===== src/rtl/counter_run_ctrl.sv =====
// Run controller for the 8-bit free-running counter: synchronises and debounces the start/stop
// buttons and drives the counter enables. Define COUNTER_RUN_CTRL_LIMIT_EN to build auto-halt.
module counter_run_ctrl #(
    parameter int unsigned DEBOUNCE_CYCLES = 4,
    parameter int unsigned COUNT_W         = 8
) (
    input  logic               i_clk,
    input  logic               i_arst,
    input  logic               i_btn_start,
    input  logic               i_btn_stop,
    input  logic [COUNT_W-1:0] i_count,
    input  logic [COUNT_W-1:0] i_limit,
    output logic               o_start,
    output logic               o_stop,
    output logic [1:0]         o_state,
    output logic               o_limit_hit
);

    typedef enum logic [1:0] {
        StIdle = 2'b00,
        StRun  = 2'b01,
        StHalt = 2'b10
    } state_e;

    localparam logic [7:0] DbLast = 8'(DEBOUNCE_CYCLES - 1);

    // Bit 0 carries the start button, bit 1 the stop button.
    logic [1:0] sync1_q, sync2_q;
    logic [1:0] db_q, db_d;
    logic [1:0] press;
    logic [7:0] db_cnt_q [2];
    logic [7:0] db_cnt_d [2];

    state_e state_q, state_d;
    logic   start_q, start_d;
    logic   stop_q, stop_d;
    logic   hit_q, hit_d;
    logic   halt_cond;

    always_ff @(posedge i_clk or posedge i_arst) begin
        if (i_arst) begin
            sync1_q     <= '0;
            sync2_q     <= '0;
            db_q        <= '0;
            db_cnt_q[0] <= '0;
            db_cnt_q[1] <= '0;
        end else begin
            sync1_q     <= {i_btn_stop, i_btn_start};
            sync2_q     <= sync1_q;
            db_q        <= db_d;
            db_cnt_q[0] <= db_cnt_d[0];
            db_cnt_q[1] <= db_cnt_d[1];
        end
    end

    // Press fires in the cycle before the debounced level rises, so the FSM acts on the same edge.
    always_comb begin
        db_d  = db_q;
        press = '0;
        for (int i = 0; i < 2; i++) begin
            db_cnt_d[i] = '0;
            if (sync2_q[i] != db_q[i]) begin
                if (db_cnt_q[i] == DbLast) begin
                    db_d[i]  = sync2_q[i];
                    press[i] = sync2_q[i];
                end else begin
                    db_cnt_d[i] = db_cnt_q[i] + 8'd1;
                end
            end
        end
    end

`ifdef COUNTER_RUN_CTRL_LIMIT_EN
    // Halt one count early: the counter still increments on this edge and stops at i_limit.
    assign halt_cond = (i_limit != '0) && (i_count == i_limit - COUNT_W'(1));
`else
    logic unused_limit_inputs;
    assign unused_limit_inputs = ^{i_count, i_limit};
    assign halt_cond = 1'b0;
`endif

    always_comb begin
        state_d = state_q;
        hit_d   = 1'b0;
        unique case (state_q)
            StIdle: begin
                if (press[0] && !press[1]) begin
                    state_d = StRun;
                end
            end
            StRun: begin
                if (press[1]) begin
                    state_d = StIdle;
                end else if (halt_cond) begin
                    state_d = StHalt;
                    hit_d   = 1'b1;
                end
            end
            StHalt: begin
                if (press[1]) begin
                    state_d = StIdle;
                end
            end
            default: state_d = StIdle;
        endcase
        start_d = (state_d == StRun);
        stop_d  = !start_d;
    end

    always_ff @(posedge i_clk or posedge i_arst) begin
        if (i_arst) begin
            state_q <= StIdle;
            start_q <= 1'b0;
            stop_q  <= 1'b1;
            hit_q   <= 1'b0;
        end else begin
            state_q <= state_d;
            start_q <= start_d;
            stop_q  <= stop_d;
            hit_q   <= hit_d;
        end
    end

    assign o_start     = start_q;
    assign o_stop      = stop_q;
    assign o_state     = state_q;
    assign o_limit_hit = hit_q;

endmodule


===== config.mk =====
export PLATFORM = sky130hd
export DESIGN_NAME = counter_run_ctrl
export DESIGN_NICKNAME = d
export VERILOG_FILES = /design/src/rtl/counter_run_ctrl.sv
export SDC_FILE = /design/constraint.sdc
export NUM_CORES = 1
export LEC_CHECK = 0
export BUFFER_PORTS_ARGS = -buffer_cell sky130_fd_sc_hd__buf_2
export CORE_ASPECT_RATIO = 0.9
export CORE_MARGIN = 2
export CORE_UTILIZATION = 47
export DETAILED_ROUTE_END_ITERATION = 12
export GPL_ROUTABILITY_DRIVEN = 1
export PLACE_DENSITY = 0.71
export SKIP_LAST_GASP = 1
export SYNTH_ARGS = -nofsm -noshare
export SYNTH_HDL_FRONTEND = slang
export SYNTH_SLANG_ARGS = --single-unit

===== constraint.sdc =====
create_clock -name i_clk -period 1.8 [get_ports i_clk]
set_input_delay 0.36 -clock i_clk [delete_from_list [all_inputs] [get_ports i_clk]]
set_output_delay 0.36 -clock i_clk [all_outputs]
set_load 0.02 [all_outputs]

==> run metrics <==
status=complete, no violations; Synth Register Bits=26; Clock Power Share=0.196; drt drc=0; hpwl dp=1.23 mm; Sw Share=0.329; Root Buffer Master=clkbuf_4; Pleak=0.630 nW; Final Util=0.556; Gate power share=0.300; worst skew pair latency=320 ps; Initial Util=0.488; Int Pwr=1.01 mW; Die H=51.6 um; ANT nets after route=0; Synth Area per Inst=11.4 sq um; Max-Cap Viols=0; Post-synth top flop=dfrtp_1; combined global-route utilization of all metal layers=0.152; Post-Route Skew=4.24 ps; Worst setup SP type=flip-flop; Remaining Overflow, GRT=0; Area Growth Syn to Fin=13.8%; vias in the first global route=759; Hold WS=56.8 ps; sequential-to-total area share from yosys stat=0.551; post-synthesis instance total=104; synthesized area=0.00118 sq mm; share of flip-flops with an asynchronous set or reset=1.00; RSZ-0062 raised after global routing=yes; CTS buffer count=3; DIE WIDTH=56.9 um; EDFF count, synth=0; Fin. Hold Viols=0; worst hold-check path type=input pin to asynchronous set/reset pin; die area=0.00294 sq mm; vias per cell=5.25; Peak VDD IR=0.810 mV; WS Path Type=flip-flop to flip-flop; Ports=25; sw power=0.494 mW; PD cells=1110 mW/mm^2; Netlist cell types=30; first-pass GRT wire length=3.30 mm; initial antenna violation count=0; drt wl/cell=13.1 um; pin count of the biggest net entering global routing=27; final cell count without fillers=147; Final #Nets=144; Pre-antenna DRT Iters=4; placed cells=141; Final Cycle Share=0.953; share of layout cells above drive strength 1=0.252; fmax=583 MHz; yosys warns=0; CORE AREA=0.00242 sq mm; Final setup viols=0; CTS tree=done; CP max FO=4; Routability Congestion=0.777; post-route minimum period=1720 ps; Num Clock Sinks=26; # rows=17; syn nets=128; Pins Over Slew Limit=0; # diodes=0; Via Count=772; Worst Path Required=2020 ps; htree depth=1; clk slew on worst S/H paths=140 ps; Starting DRT DRC Count=20; total power=1.50 mW; critical path capture point type=flip-flop; Clock Tree Buf Depth=2; sequential fraction of design power=0.504; total wire length=1.93 mm; WP data arrival=1940 ps; PortBufs=7
==> power by group through the flow <==
stage	clock [mW]	sequential, mW	combinational (mW)
floorplan	0	0.780	0.283
global placement	0	0.765	0.399
detailed placement	0	0.768	0.408
CTS	0.308	0.757	0.412
global route	0.332	0.771	0.505
finish	0.295	0.757	0.451
==> path summary, 6_finish.rpt <==
kind | start | to | slack, ps | cells after the start
max | db_cnt_q[4] | db_q[1] | 80 | 3
min | i_arst | sync1_q[0] | 60 | 3
max reg2reg | db_cnt_q[4] | db_q[1] | 80 | 3
min reg2reg | sync1_q[1] | sync2_q[1] | 370 | 0
max in group asynchronous | i_arst | o_stop | 1450 | 3
min in group i_clk | i_btn_start | sync1_q[0] | 130 | 1
==> flip-flops by register name (all words and copies together), names as in the netlist <==
signal and cells:
sync2_q 2, o_stop 1, o_start 1, sync1_q 2
db_cnt_q 16, db_q 2, o_state 2
==> critical path, cell delays in order, from the launching register on <==
cell	delay (ps)
dfrtp_1	440
or4_4	590
or2_4	290
mux2_4	290
==> cells in the final DEF (no fill, tap or decap), types with 2 or more instances in the layout <==
cell type	Yosys	final
nand3_1	7	7
buf_4	1	5
and3_2	2	2
and2_1	2	2
ha_1	4	4
xor2_1	8	8
nand2b_1	2	2
inv_1	4	4
xnor2_1	6	6
dfrtp_1	25	25
buf_2	0	7
nor2_1	17	17
and3_1	3	3
clkbuf_4	0	3
nand2_1	6	5
==> what timing repair did <==
item                       4_1_cts  5_1_grt
hold endpoints to repair         0        0
hold buffers                     0        0
resized for setup                0        5
buffers inserted                 0        2
setup endpoints to repair        0       12
==> synth_stat cells, types with 2 or more instances <==
library cell	count	share of area
and3_2	2	0.013
nand3_1	7	0.030
ha_1	4	0.042
xnor2_1	6	0.044
nand2b_1	2	0.011
and2_1	2	0.011
nand2_1	6	0.019
inv_1	4	0.013
xor2_1	8	0.059
nor2_1	17	0.054
dfrtp_1	25	0.53
and3_1	3	0.016
==> logic make-up (layout without fill, tap and decap cells) <==
family          after synthesis  in the layout  share of synthesized area
flops                        26             26                      0.551
mux                           2              2                     0.0222
buf+inv                       5             20                     0.0190
xor+xnor                     14             14                      0.104
simple gates                 47             47                      0.206
other cells                   1              1                    0.00317
fa+ha+maj                     4              4                     0.0423
compound gates                5              5                     0.0529
==> cell type report <==
cell class	instances	area [sq um]
inverters	4	15.0
multi-input cells	73	537
flip-flops and latches	26	652
fillers	204	1080
clock buffers	4	36.3
well taps	28	35.0
repair buffers	12	72.6
==> stage by stage <==
step | worst slack (ps) | setup TNS, ps | instance area (sq um)
CTS | 36.6 | 0 | 1310
floorplan | 88.1 | 0 | 1180
global route | -57.0 | -57.4 | 1350
finish | 83.9 | 0 | 1350
detailed placement | 74.0 | 0 | 1270
global placement | 79.6 | 0 | 1270
==> routing by layer <==
metal / up-vias / GRT usage / part of all wire
met5: - / 0 / 0
met4: 0 / 0.0775 / 0.020
met3: 4 / 0.0547 / 0.037
met2: 16 / 0.253 / 0.52
met1: 376 / 0.173 / 0.43
li1: 376 / - / -
(Power assumes the default switching activity.)
